### src/rtl/register_alias_table.sv
// Architectural-to-physical register alias table with swap/rotate remaps,
// one-level checkpoint and a multi-cycle clear walk behind a valid/ready op port.
module register_alias_table #(
  parameter  int unsigned NUM_REGS = 4,
  localparam int unsigned IDX_W    = $clog2(NUM_REGS)
) (
  input  logic             clk,
  input  logic             reset,
  input  logic [IDX_W-1:0] rd_a_idx,
  input  logic [IDX_W-1:0] rd_b_idx,
  output logic [IDX_W-1:0] rd_a_map,
  output logic [IDX_W-1:0] rd_b_map,
  input  logic             op_valid,
  output logic             op_ready,
  input  logic [2:0]       op_code,
  input  logic [IDX_W-1:0] op_a,
  input  logic [IDX_W-1:0] op_b,
  output logic             ckpt_valid,
  output logic             busy,
  output logic             op_err
);

  localparam logic [2:0] OpSwap    = 3'd1;
  localparam logic [2:0] OpRotl    = 3'd2;
  localparam logic [2:0] OpRotr    = 3'd3;
  localparam logic [2:0] OpSave    = 3'd4;
  localparam logic [2:0] OpRestore = 3'd5;
  localparam logic [2:0] OpClear   = 3'd6;

  typedef enum logic [0:0] {StIdle, StClear} state_e;

  logic [IDX_W-1:0] map_q    [NUM_REGS];
  logic [IDX_W-1:0] map_d    [NUM_REGS];
  logic [IDX_W-1:0] shadow_q [NUM_REGS];
  logic [IDX_W-1:0] shadow_d [NUM_REGS];
  logic             ckpt_q, ckpt_d;
  logic             err_q, err_d;
  logic [IDX_W-1:0] cnt_q, cnt_d;
  state_e           state_q, state_d;
  logic             op_fire;

  assign op_ready   = (state_q == StIdle) && !reset;
  assign op_fire    = op_valid && op_ready;
  assign rd_a_map   = map_q[rd_a_idx];
  assign rd_b_map   = map_q[rd_b_idx];
  assign ckpt_valid = ckpt_q;
  assign busy       = (state_q == StClear);
  assign op_err     = err_q;

  always_comb begin
    map_d    = map_q;
    shadow_d = shadow_q;
    ckpt_d   = ckpt_q;
    err_d    = 1'b0;
    cnt_d    = cnt_q;
    state_d  = state_q;
    unique case (state_q)
      StIdle: begin
        if (op_fire) begin
          case (op_code)
            OpSwap: begin
              map_d[op_a] = map_q[op_b];
              map_d[op_b] = map_q[op_a];
            end
            // Index arithmetic wraps naturally since NUM_REGS is a power of 2.
            OpRotl: begin
              for (int unsigned i = 0; i < NUM_REGS; i++) begin
                map_d[IDX_W'(i)] = map_q[IDX_W'(i + 1)];
              end
            end
            OpRotr: begin
              for (int unsigned i = 0; i < NUM_REGS; i++) begin
                map_d[IDX_W'(i)] = map_q[IDX_W'(i + NUM_REGS - 1)];
              end
            end
            OpSave: begin
              shadow_d = map_q;
              ckpt_d   = 1'b1;
            end
            OpRestore: begin
              if (ckpt_q) begin
                map_d  = shadow_q;
                ckpt_d = 1'b0;
              end else begin
                err_d = 1'b1;
              end
            end
            OpClear: begin
              state_d = StClear;
              cnt_d   = '0;
            end
            default: ;
          endcase
        end
      end
      StClear: begin
        // One entry restored to identity per cycle; checkpoint is left alone.
        map_d[cnt_q] = cnt_q;
        cnt_d        = cnt_q + 1'b1;
        if (cnt_q == IDX_W'(NUM_REGS - 1)) begin
          state_d = StIdle;
        end
      end
      default: state_d = StIdle;
    endcase
  end

  always_ff @(posedge clk) begin
    if (reset) begin
      for (int unsigned i = 0; i < NUM_REGS; i++) begin
        map_q[IDX_W'(i)]    <= IDX_W'(i);
        shadow_q[IDX_W'(i)] <= IDX_W'(i);
      end
      ckpt_q  <= 1'b0;
      err_q   <= 1'b0;
      cnt_q   <= '0;
      state_q <= StIdle;
    end else begin
      map_q    <= map_d;
      shadow_q <= shadow_d;
      ckpt_q   <= ckpt_d;
      err_q    <= err_d;
      cnt_q    <= cnt_d;
      state_q  <= state_d;
    end
  end

endmodule

### config.mk
export PLATFORM = sky130hd
export DESIGN_NAME = register_alias_table
export DESIGN_NICKNAME = d
export VERILOG_FILES = /design/src/rtl/register_alias_table.sv
export SDC_FILE = /design/constraint.sdc
export NUM_CORES = 1
export LEC_CHECK = 0
export CELL_PAD_IN_SITES_DETAIL_PLACEMENT = 2
export CELL_PAD_IN_SITES_GLOBAL_PLACEMENT = 2
export CORE_ASPECT_RATIO = 1.4
export CORE_MARGIN = 3
export CORE_UTILIZATION = 30
export CTS_CLUSTER_DIAMETER = 200
export DETAILED_ROUTE_END_ITERATION = 6
export HOLD_SLACK_MARGIN = 0.03
export PLACE_DENSITY_LB_ADDON = 0.1
export SETUP_SLACK_MARGIN = 0.5
export SYNTH_ARGS = -nofsm -noshare
export SYNTH_HDL_FRONTEND = slang
export SYNTH_SLANG_ARGS = --single-unit
### constraint.sdc
create_clock -name clk -period 1.7 [get_ports clk]
set_clock_uncertainty 0.05 [all_clocks]
set_input_delay 0.34 -clock clk [delete_from_list [all_inputs] [get_ports clk]]
set_output_delay 0.34 -clock clk [all_outputs]
set_load 0.05 [all_outputs]
# == After elaboration in Yosys (flattened, before gate mapping) ==
# Index checks and enable logic that the tools add are counted.
# word_totals
register_bits,21
out_inout_bits,8
# op_classes
addsub,1
order_cmp,8
n_eq_ne,11
n_mux,34
n_bitwise,8
n_reduce_logical,12
# op_table
cell,n
8-bit case mux with 4 select lines,1
2-bit two-way mux,13
8-bit bitwise mux,3
2-bit binary-select mux with 2-bit select,4
8-bit two-way mux,2
8-bit case mux with 2 select lines,1
"3-bit >= comparator, second input constant",5
2-bit inverter with 3-bit output,5
2-bit demux with 2-bit select,3
"3-bit equality test, second input constant",3
"3-bit by 1-bit < comparator with 1-bit output, second input constant",3
3-bit AND reduction,3
"3-bit by 2-bit equality test with 1-bit output, second input constant",2
1-bit logical AND,5
"5-bit by 1-bit != test with 1-bit output, second input constant",1
1-bit two-way mux,4
1-bit case mux with 2 select lines,2
2-bit case mux with 2 select lines,1
4-bit OR reduction,1
"3-bit by 1-bit equality test with 1-bit output, second input constant",1
"3-bit != test, second input constant",1
1-bit inverter,3
"2-bit by 1-bit adder with 2-bit output, second input constant",1
"2-bit equality test, second input constant",1
other kinds (5),5

# == Depth between registers and ports, before layout ==
# Gate-level depths: netlist of the first run.
# logic_depth
word_depth,10
ltp_mapped,7

# == Worst setup path before layout of the first run ==
# OpenSTA, ideal clock, no wires.
# synth_timing
path_kind,register -> output
startpoint,"register state_q, in the netlist busy"
endpoint,output port op_ready
arrival_ps,1635
setup_slack_ps,-325
path_stages_with_launch,4
n_path_buf,2
path_cell_list,dfxtp_1 > clkbuf_1 > clkbuf_1 > nor2_1
# synth_between
elab_chain_cells,2
# synth_rtl
element,line,source
from (decl),39,"state_e state_q, state_d;"
from (signal assigned),117,state_q <= StIdle;
from (signal assigned),124,state_q <= state_d;
1-bit inverter (no source line),n/a,
1-bit logical AND,42,assign op_ready = (state_q == StIdle) && !reset;
to (decl),14,"output logic op_ready,"
# Every way passes these cells.

# == Worst setup path after layout of the first run ==
# layout_timing
startpoint,register map_q[6] (netlist bit)
endpoint,register map_q[2] (netlist bit)
# layout_between
elab_chain_cells,8
word_cells_on_any_way,11
# layout_rtl
element,line,source
from (decl),32,logic [IDX_W-1:0] map_q [NUM_REGS];
"from (signal, indexed assignment)",111,map_q[IDX_W'(i)] <= IDX_W'(i);
from (signal assigned),119,map_q <= map_d;
2-bit binary-select mux with 2-bit select,62,map_d[op_a] = map_q[op_b];
2-bit two-way mux (not written as such) (2 in series),62,
8-bit bitwise mux,62,
8-bit bitwise mux (*),63,map_d[op_b] = map_q[op_a];
8-bit case mux with 4 select lines (*),60,case (op_code)
8-bit two-way mux (*),59,if (op_fire) begin
8-bit case mux with 2 select lines (*),57,unique case (state_q)
# Every way passes the cells marked *; elsewhere a longest branch is shown, timed or not. The select of a mux whose other input is x is not followed.
# A chain may end at the register's enable or synchronous reset.

==> impl_metrics.yaml, run 1 <==
synthesis:
  syn_nets: 190
  synth_area_mm2: 0.00159
  synth_top_flop_cell: "dfxtp_1"
  synth_edf_count: 0
  yosysSeqAreaShare_pct: 26.4
  ys_warn_count: 0
  syn_inst: 172
  synth_cell_types: 38
  synth-seq-cells: 21
  async_flop_share_pct: 0
  syn-mean-instance-area_um2: 9.25
routing:
  drc_errors: 0
  routed_wl_um: 10700
  drt-pass1-iter-count: 4
  viasPerCell: 6.19
  first_iter_violations: 178
  detail-route-antenna-nets: 0
  drt-wirelength-per-cell_um: 32.9
  via_count: 2013
critical_path:
  critPathLaunchType: "flop"
  reg2reg_from: "map_q[6]"
  critPathMaxStageDelay_ns: 0.38
  cp-end-kind: "flop"
  rrSetupSlack_ns: -0.17
  reg2regPathDepth: 6
  crit_path_max_fanout: 4
  path_delay_family: "compound AO/OA/AOI/OAI gates"
  crit_buf_inv: 1
  crit_path_top_delay_cell: "dfxtp_4"
  reg2reg_to: "map_q[2]"
  worst_ep_arrival_time_ns: 1.99
  path_cells: "buf_4, mux2i_1, o21ai_1, a221oi_2, or3_1, a221oi_1"
  setup.worst_path.class: "reg2reg"
  worstPathRequired_ns: 1.82
  crit_path_start: "map_q[6]"
floorplanning:
  core_area_mm2: 0.00499
  rows: 30
  initial_core_util_pct: 31.9
  dieWidth_um: 67.5
  die_h_um: 92.1
  dieArea_mm2: 0.00622
  ioPinCount: 22
placed_design:
  io_buffers: 21
  post-dp-hpwl_um: 4480
  finalWeightedCongestion: 0.866
  placed_cells: 284
  dpl_cell_area_mm2: 0.00218
pwr:
  p_leak_nw: 1.18
  ir_worst_vdd_v: 0.000485
  powerDensity_mw_per_mm2: 524
global_route:
  grt_usage_pct: 28.8
  met1_usage_pct: 31.0
  antenna_found_initial: 0
  grt-ovfl-total: 0
  busiest_layer: "met2"
  grt_util_met3_pct: 3.43
  met2_usage_pct: 53.2
  grt_pass1_wl_um: 12800
  grt_pass1_vias: 2180
  grt_start_max_net_pins: 13
outcome:
  status: "finished, violations left"
  violations: "setup timing"
clocking:
  path_clk_slew_ns: 0.10
  cts_tree: "built"
  numClockSinks: 21
  clk_latency_ns: 0.28
  htree_levels: 1
  cts_buffer_depth: 2
  clockRootBuffer: "clkbuf_8"
  cts_buffers: 3
sta:
  slew-limit-headroom_pct: 73.8
  period_share_pct: 110
  hold_viol: 0
  fmax_ghz: 0.535
  tns_ns: -1.16
  whs_ns: 0.451
  setup_viol: 11
  rsz0062_at_grt: "true"
  period_needed_ns: 1.87
  slew_violations: 0
  worst_pin_slew_ns: 0.393
  setup_ws_ns: -0.168
final_layout:
  final_util_pct: 59.0
  area_growth_pct: 85.3
  drive_gt1_share_pct: 63.2
  stdcell_count: 325
  final_cell_mix: "buf_4, buf_6, dfxtp_1"
  fin_nets: 280
  layout_commonest_cell: "buf_4"
  n_antenna_cell: 0
  final_area_mm2: 0.00295
min_path:
  hold-path-cell-count: 1
  hold_start: "ckpt_valid"
  hold_path_class: "reg2reg"
  hold_end: "op_err"
run:
  maxCapViolCount: 0
synthesized netlist by cell type, types with 2 or more instances:
cell / n / share of area, %
and3_1: 2 / 0.79
nor2_1: 14 / 3.3
o22ai_1: 7 / 2.8
a311oi_1: 2 / 1.1
nor2b_1: 6 / 2.4
mux2_2: 8 / 5.7
o21ai_1: 4 / 1.3
clkbuf_1: 8 / 1.9
or3_1: 2 / 0.79
a211o_1: 6 / 3.3
dfxtp_1: 21 / 26
buf_2: 5 / 1.6
nand2b_1: 3 / 1.2
inv_1: 4 / 0.94
mux2i_1: 9 / 5.7
nand3_1: 5 / 1.6
a21oi_1: 9 / 2.8
a221oi_1: 8 / 4.4
ha_1: 4 / 3.1
mux4_2: 8 / 11
buf_6: 2 / 1.4
and2b_1: 2 / 0.94
nand4_1: 3 / 1.2
nand2_1: 9 / 2.1
nor3_1: 3 / 0.94
o31ai_2: 3 / 2.4
nand3b_1: 4 / 1.9
what timing repair did:
| item | 4_1_cts | 5_1_grt |
|---|---|---|
| pin swaps | 24 | 21 |
| setup buffers | 19 | 14 |
| resized for setup | 84 | 37 |
| endpoints found under the setup margin | 28 | 29 |
| gates cloned | 3 | 1 |
| hold buffers | 0 | 0 |
per-layer routing:
| layer | vias to the layer above | share of wire [%] |
|---|---|---|
| met3 | 54 | 5.2 |
| met5 | - | 0 |
| li1 | 838 | - |
| met4 | 0 | 6.9 |
| met2 | 115 | 52 |
| met1 | 1006 | 36 |
where the power goes:
part | internal (W) | leakage, nW | switching, W | total [W]
registers | 0.000499 | 0.173 | 0.0000223 | 0.000522
logic | 0.000302 | 0.983 | 0.000337 | 0.000639
clock network | 0.000165 | 0.0255 | 0.000219 | 0.000384
total | 0.000966 | 1.18 | 0.000578 | 0.00154
how the worst max path moves through the flow:
stage	slack (ns)	depth (start not counted)	to
after global routing	-0.21	6	map_q[4]
after global placement	-0.52	6	map_q[4]
after detailed placement	-0.58	8	map_q[5]
after floorplan	-0.03	5	map_q[4]
final	-0.17	6	map_q[2]
after CTS	-0.09	3	rd_a_map[1]
cell type report:
type / count / area [um2]
Timing Repair Buffer: 100 / 1030
Clock inverter: 1 / 5.00
Clock buffer: 3 / 41.3
Inverter: 4 / 15.0
Multi-Input combinational cell: 132 / 1330
Fill cell: 465 / 2050
Sequential cell: 21 / 449
Tap cell: 64 / 80.1
kinds of logic after synthesis:
logic type	after synthesis	synth area share, %
adders and majority gates	4	3.15
muxes	25	22.7
AOI/OAI and AO/OA	46	22.4
buffers and inverters	19	5.82
DFF	21	26.4
and+or+nand+nor	57	19.5
state kept, by name, indices dropped and copies added, names as in the netlist:
name / cells
busy: 1
cnt_q: 2
op_err: 1
ckpt_valid: 1
map_q: 8
shadow_q: 8
stage by stage:
stage	setup slack [ns]	total power, W
2_1_floorplan	-0.0322	0.000776
3_3_place_gp	-0.516	0.000941
3_5_place_dp	-0.583	0.000954
4_1_cts	-0.0921	0.00141
5_1_grt	-0.206	0.00158
6_report	-0.168	0.00154
Note: power is estimated with default switching activity, not from simulation.
==> run 2: changes to the inputs <==
CORE_ASPECT_RATIO = 0.75   (was 1.4)
GPL_ROUTABILITY_DRIVEN = 0   (was unset)
SLEW_MARGIN = 40   (was unset)
==> impl_metrics.yaml, run 2 (synthesis results as in run 1) <==
outcome:
  status: "finished, violations left"
  violations: "setup timing"
routing:
  via_count: 2062
  drt-pass1-iter-count: 4
  drc_errors: 0
  routed_wl_um: 11100
  drt-wirelength-per-cell_um: 33.2
  first_iter_violations: 179
  detail-route-antenna-nets: 0
  viasPerCell: 6.16
floorplanning:
  rows: 22
  core_area_mm2: 0.00501
  die_h_um: 69.1
  ioPinCount: 22
  initial_core_util_pct: 31.7
  dieArea_mm2: 0.00622
  dieWidth_um: 90.1
clocking:
  htree_levels: 1
  numClockSinks: 21
  path_clk_slew_ns: 0.10
  holdBufCountCts: 0
  cts_tree: "built"
  cts_buffers: 3
  clk_latency_ns: 0.28
  cts_buffer_depth: 2
  clockRootBuffer: "clkbuf_8"
final_layout:
  num-fill-cells: 467
  area_growth_pct: 87.4
  final_util_pct: 59.5
  top_regs: "map_q x8, shadow_q x8, cnt_q x2"
  final_area_mm2: 0.00298
  final_cell_mix: "buf_4, buf_6, dfxtp_1"
  drive_gt1_share_pct: 65.0
  fin_nets: 282
  layout_commonest_cell: "buf_4"
  n_antenna_cell: 0
critical_path:
  crit_path_top_delay_cell: "or3b_4"
  setup.worst_path.class: "reg2reg"
  crit_path_start: "busy"
  critPathMaxStageDelay_ns: 0.39
  crit_path_max_fanout: 4
  cp-end-kind: "flop"
  path_cells: "or3b_4, a211oi_4, buf_6, o31ai_4, a211o_1, a31oi_1"
  worst_ep_arrival_time_ns: 2.08
  worstPathRequired_ns: 1.81
  critPathLaunchType: "flop"
  reg2reg_from: "busy"
pwr:
  swShare_pct: 37.3
  ir_worst_vdd_v: 0.000305
  p_int_w: 0.000965
  pwr-share-clk_pct: 24.4
  powerDensity_mw_per_mm2: 517
  p_leak_nw: 1.19
  pwr-share-comb_pct: 41.8
  power_switching_w: 0.000574
  seqPwrFrac_pct: 33.8
sta:
  fmax_ghz: 0.507
  slew-limit-headroom_pct: 71.1
  rsz0062_at_grt: "true"
  worst_pin_slew_ns: 0.434
  setup_viol: 17
  period_share_pct: 116
  slew_violations: 0
  hold_viol: 0
  period_needed_ns: 1.97
  setup_ws_ns: -0.274
global_route:
  antenna_found_initial: 0
  grt_usage_pct: 30.5
  grt_pass1_wl_um: 14300
  grt_pass1_vias: 2235
  grt-ovfl-total: 0
  grt_start_max_net_pins: 22
placed_design:
  dpl_cell_area_mm2: 0.00214
  io_buffers: 21
  post-dp-hpwl_um: 4780
min_path:
  hold_path_class: "reg2reg"
  hold_start: "ckpt_valid"
run:
  maxCapViolCount: 0
-- run 2: power by group through the flow --
stage,Clock [W],Sequential [W],Combinational (W)
3_3_place_gp,0,0.000536,0.000396
5_1_grt,0.000396,0.000521,0.000663
4_1_cts,0.000350,0.000515,0.000540
6_report,0.000376,0.000520,0.000644
3_5_place_dp,0,0.000537,0.000412
2_1_floorplan,0,0.000532,0.000243
-- run 2: path summary, 6_finish.rpt --
check	endpoint	slack (ns)	depth (start not counted)
hold reg to reg	op_err	0.45	1
setup / recovery	map_q[7]	-0.27	6
setup reg to reg	map_q[7]	-0.27	6
hold / removal	op_err	0.45	1
-- run 2: cell type report --
cell class | instances | area, um2 | area share (%)
clock buffers | 3 | 41.3 | 1.39
clock inverters | 1 | 5.00 | 0.168
inverters | 4 | 15.0 | 0.504
multi-input cells | 132 | 1320 | 44.4
flip-flops and latches | 21 | 453 | 15.2
well taps | 72 | 90.1 | 3.02
repair buffers | 102 | 1050 | 35.3
-- run 2: worst max-delay path, delay by kind of cell, from the launching register on --
| family | cells | cell delay, ns |
|---|---|---|
| flops | 1 | 0.36 |
| buf+inv | 1 | 0.19 |
| simple gates | 1 | 0.39 |
| compound gates | 4 | 0.85 |
-- run 2: per-stage QoR --
step | cells | hold slack, ns | TNS, ns | total power [W] | worst slack [ns]
after detailed placement | 288 | 0.426 | -10.25 | 0.000950 | -0.639
final | 335 | 0.448 | -1.81 | 0.00154 | -0.274
after CTS | 327 | 0.449 | -0.422 | 0.00141 | -0.0827
after floorplan | 172 | 0.404 | -0.0322 | 0.000776 | -0.0322
after global placement | 288 | 0.413 | -8.22 | 0.000932 | -0.546
after global routing | 335 | 0.454 | -3.05 | 0.00158 | -0.317
-- run 2: repair_timing --
action                     CTS  global route
cloned                       2             0
buffers inserted            33             8
setup endpoints to repair   28            29
pin swaps                   26            18
gates resized for setup     99            31
-- run 2: layer usage --
layer  wire (um)  share of wire (%)  global-route usage (%)
met1        4350                 39                    37.7
met2        5330                 48                    53.3
met3         899                8.1                    5.45
met4         550                4.9                    10.5
met5           0                  0                       0
==> run 3: changes to the inputs <==
RECOVER_POWER = 100   (was unset)
==> impl_metrics.yaml, run 3 (synthesis results as in run 1) <==
outcome:
  status: "finished, violations left"
  violations: "setup timing"
sta:
  worst_pin_slew_ns: 0.623
  setup_ws_ns: -0.276
  rsz0062_at_grt: "true"
  period_needed_ns: 1.98
  whs_ns: 0.474
  fmax_ghz: 0.506
  period_share_pct: 116
  hold_viol: 0
  slew_violations: 0
  slew-limit-headroom_pct: 58.6
  setup_viol: 17
clocking:
  cts_buffer_depth: 2
  path_clk_slew_ns: 0.10
  clockRootBuffer: "clkbuf_8"
  numClockSinks: 21
  cts_buffers: 3
  cts_tree: "built"
  holdBufCountCts: 0
  htree_levels: 1
  clk_latency_ns: 0.29
pwr:
  powerDensity_mw_per_mm2: 520
  ir_worst_vdd_v: 0.000305
  power_switching_w: 0.000577
  seqPwrFrac_pct: 33.7
  p_leak_nw: 1.18
  swShare_pct: 37.4
  pwr-share-clk_pct: 24.6
  pwr-share-comb_pct: 41.7
  p_int_w: 0.000965
critical_path:
  worstPathRequired_ns: 1.81
  worst_ep_arrival_time_ns: 2.09
  crit_path_top_delay_cell: "or3b_4"
  setup.worst_path.class: "reg2reg"
  critPathLaunchType: "flop"
  cp-end-kind: "flop"
  path_delay_family: "compound AO/OA/AOI/OAI gates"
  critPathMaxStageDelay_ns: 0.39
  crit_path_max_fanout: 4
  crit_buf_inv: 1
  path_cells: "or3b_4, a211oi_4, buf_6, o31ai_4, a211o_1, a31oi_1"
routing:
  first_iter_violations: 171
  drt-pass1-iter-count: 4
  routed_wl_um: 11200
  drt-wirelength-per-cell_um: 33.3
  via_count: 2051
  drc_errors: 0
  viasPerCell: 6.12
  detail-route-antenna-nets: 0
floorplanning:
  initial_core_util_pct: 31.7
  ioPinCount: 22
  dieWidth_um: 90.1
  core_area_mm2: 0.00501
  dieArea_mm2: 0.00622
  rows: 22
  die_h_um: 69.1
global_route:
  grt-ovfl-total: 0
  grt_pass1_wl_um: 14300
  grt_usage_pct: 30.5
  antenna_found_initial: 0
  grt_pass1_vias: 2235
  grt_start_max_net_pins: 22
final_layout:
  final_util_pct: 59.2
  n_antenna_cell: 0
  stdcell_count: 335
  fin_nets: 282
  top_regs: "map_q x8, shadow_q x8, cnt_q x2"
  final_cell_mix: "buf_4, buf_6, dfxtp_1"
  num-fill-cells: 468
  layout_commonest_cell: "buf_4"
  area_growth_pct: 86.6
  drive_gt1_share_pct: 64.3
  final_area_mm2: 0.00297
placed_design:
  dpl_cell_area_mm2: 0.00214
  placed_cells: 288
  io_buffers: 21
  post-dp-hpwl_um: 4780
run:
  maxCapViolCount: 0
min_path:
  hold_path_class: "reg2reg"
## run 3: worst paths after layout
kind | from | depth (start not counted) | slack (ns) | end
setup / recovery | busy | 6 | -0.28 | map_q[7]
hold / removal | ckpt_valid | 1 | 0.47 | op_err
setup reg to reg | busy | 6 | -0.28 | map_q[7]
hold reg to reg | ckpt_valid | 1 | 0.47 | op_err
## run 3: power groups by stage
stage	Combinational, W	Clock (W)	Sequential [W]
6_report	0.000643	0.000379	0.000520
4_1_cts	0.000540	0.000350	0.000515
3_5_place_dp	0.000412	0	0.000537
5_1_grt	0.000662	0.000396	0.000521
3_3_place_gp	0.000396	0	0.000536
2_1_floorplan	0.000243	0	0.000532
## run 3: through the flow
step                setup slack [ns]  total power (W)  TNS, ns
finish                        -0.276          0.00154    -1.85
global route                  -0.317          0.00158    -3.05
CTS                          -0.0827          0.00141   -0.422
detailed placement            -0.639         0.000950   -10.25
global placement              -0.546         0.000932    -8.22
floorplan                    -0.0322         0.000776  -0.0322
## run 3: timing repair
item / in CTS / in global routing
resized for setup: 99 / 31
pin swaps: 26 / 18
setup buffers: 33 / 8
gates cloned: 2 / 0
setup endpoints to repair: 28 / 29
## run 3: area by class of cell
cell class | instances | area, um2 | area share [%]
clock buffers | 3 | 41.3 | 1.39
inverters | 4 | 15.0 | 0.506
well taps | 72 | 90.1 | 3.04
clock inverters | 1 | 5.00 | 0.169
multi-input cells | 132 | 1320 | 44.4
repair buffers | 102 | 1050 | 35.2
flip-flops and latches | 21 | 453 | 15.3
## run 3: layer usage
metal  global-route usage [%]  wire [um]  up-vias
met5                        0          0        -
met4                     10.5        538        0
met3                     5.45        802       41
met2                     53.3       5360      112
met1                     37.7       4470     1050
li1                         -          -      848
==> variant: new RTL, config.mk and constraints of run 1 <==
Change the parameter `NUM_REGS` from 4 to 8.
--- a/src/rtl/register_alias_table.sv
+++ b/src/rtl/register_alias_table.sv
@@ -1,7 +1,7 @@
 // Architectural-to-physical register alias table with swap/rotate remaps,
 // one-level checkpoint and a multi-cycle clear walk behind a valid/ready op port.
 module register_alias_table #(
-  parameter  int unsigned NUM_REGS = 4,
+  parameter  int unsigned NUM_REGS = 8,
   localparam int unsigned IDX_W    = $clog2(NUM_REGS)
 ) (
   input  logic             clk,
Ports: changed (6 resized); port bits go from 22 to 28. No check against the original RTL was run, so the function may have changed too.
==> variant against run 1 <==
  * The flow now stops in 5_1_grt
  * Area after synthesis is 150% higher
==> variant: results (changes against run 1) <==
place:
  hpwl_um: 16500  # was 4480 µm
  pre_cts_ws_ns: -0.938  # was -0.583 ns
  placed_area_mm2: 0.00552  # was 0.00218 mm²
  dp_cells: 749  # was 284
  port_buffers: 27  # was 21
  globalplace.congestion: 0.897  # was 0.866
synth:
  synth_cell_types: 56  # was 38
  postSynthCellCount: 457  # was 172
  async_reset_ff_frac: 0  # unchanged
  synth_commonest_cells: "nand2_1, dfxtp_1, nor2_1, nand3_1, o22ai_1"  # was dfxtp_1, nor2_1, a21oi_1, mux2i_1, nand2_1
  syn_nets: 477  # was 190
  synth-main-ff-cell: "dfxtp_1"  # unchanged
  yosys_register_bits: 54  # was 21
  synthTopCellsByArea: "dfxtp_1, mux4_2, nand2_1"  # was dfxtp_1, mux4_2, mux2i_1
  ys_seq_area_frac: 0.273  # was 0.264
  ys.warnings.count: 0  # unchanged
run_status:
  stop_error: "[ERROR DPL-0033] detailed placement checks failed during check placement."
  stop_stage: "5_1_grt"
  status: "aborted with a tool error"  # was finished with violations
clock_network:
  cts_made_buffers: 5  # was 3
  htreeDepth: 2  # was 1
  cts_root_buf: "clkbuf_16"  # was clkbuf_8
  clockBufferDepth: 2  # unchanged
die:
  num_rows: 49  # was 30
global_routing:
  grt_max_degree: 19
  antenna_found_initial: 0
timing:
  crit_endpoint: "map_q[20]$_SDFFE_PP0P_/D"
  worst-ep-kind: "register input"
## variant: cell count changes after synthesis, sizes merged, moves of 7 or more
cell and delta:
a21oi +12, a22o +7, buf +8, clkbuf +11, dfxtp +33, mux4 +16
nand2 +68, nand3 +20, nor2 +15, o21ai +18, o22ai +16
## variant: cell families after synthesis
logic type / after synthesis / synth area share
AO/OA/AOI/OAI: 137 / 0.250
adder cells (fa/ha/maj): 2 / 0.00632
buffers and inverters: 41 / 0.0490
flip-flops: 54 / 0.273
multiplexers: 41 / 0.200
AND/OR/NAND/NOR: 182 / 0.222
## variant: stage by stage
stage / hold slack [ns] / util / setup TNS (ns)
floorplan: 0.386 / - / -2.32
global placement: 0.395 / 0.429 / -32.70
detailed placement: 0.404 / 0.429 / -35.35
CTS: 0.396 / 0.573 / -7.84
## variant: what timing repair did
item                       in CTS
pin swaps                      75
resized for setup             293
setup endpoints to repair      64
buffers inserted               50
cloned                          9
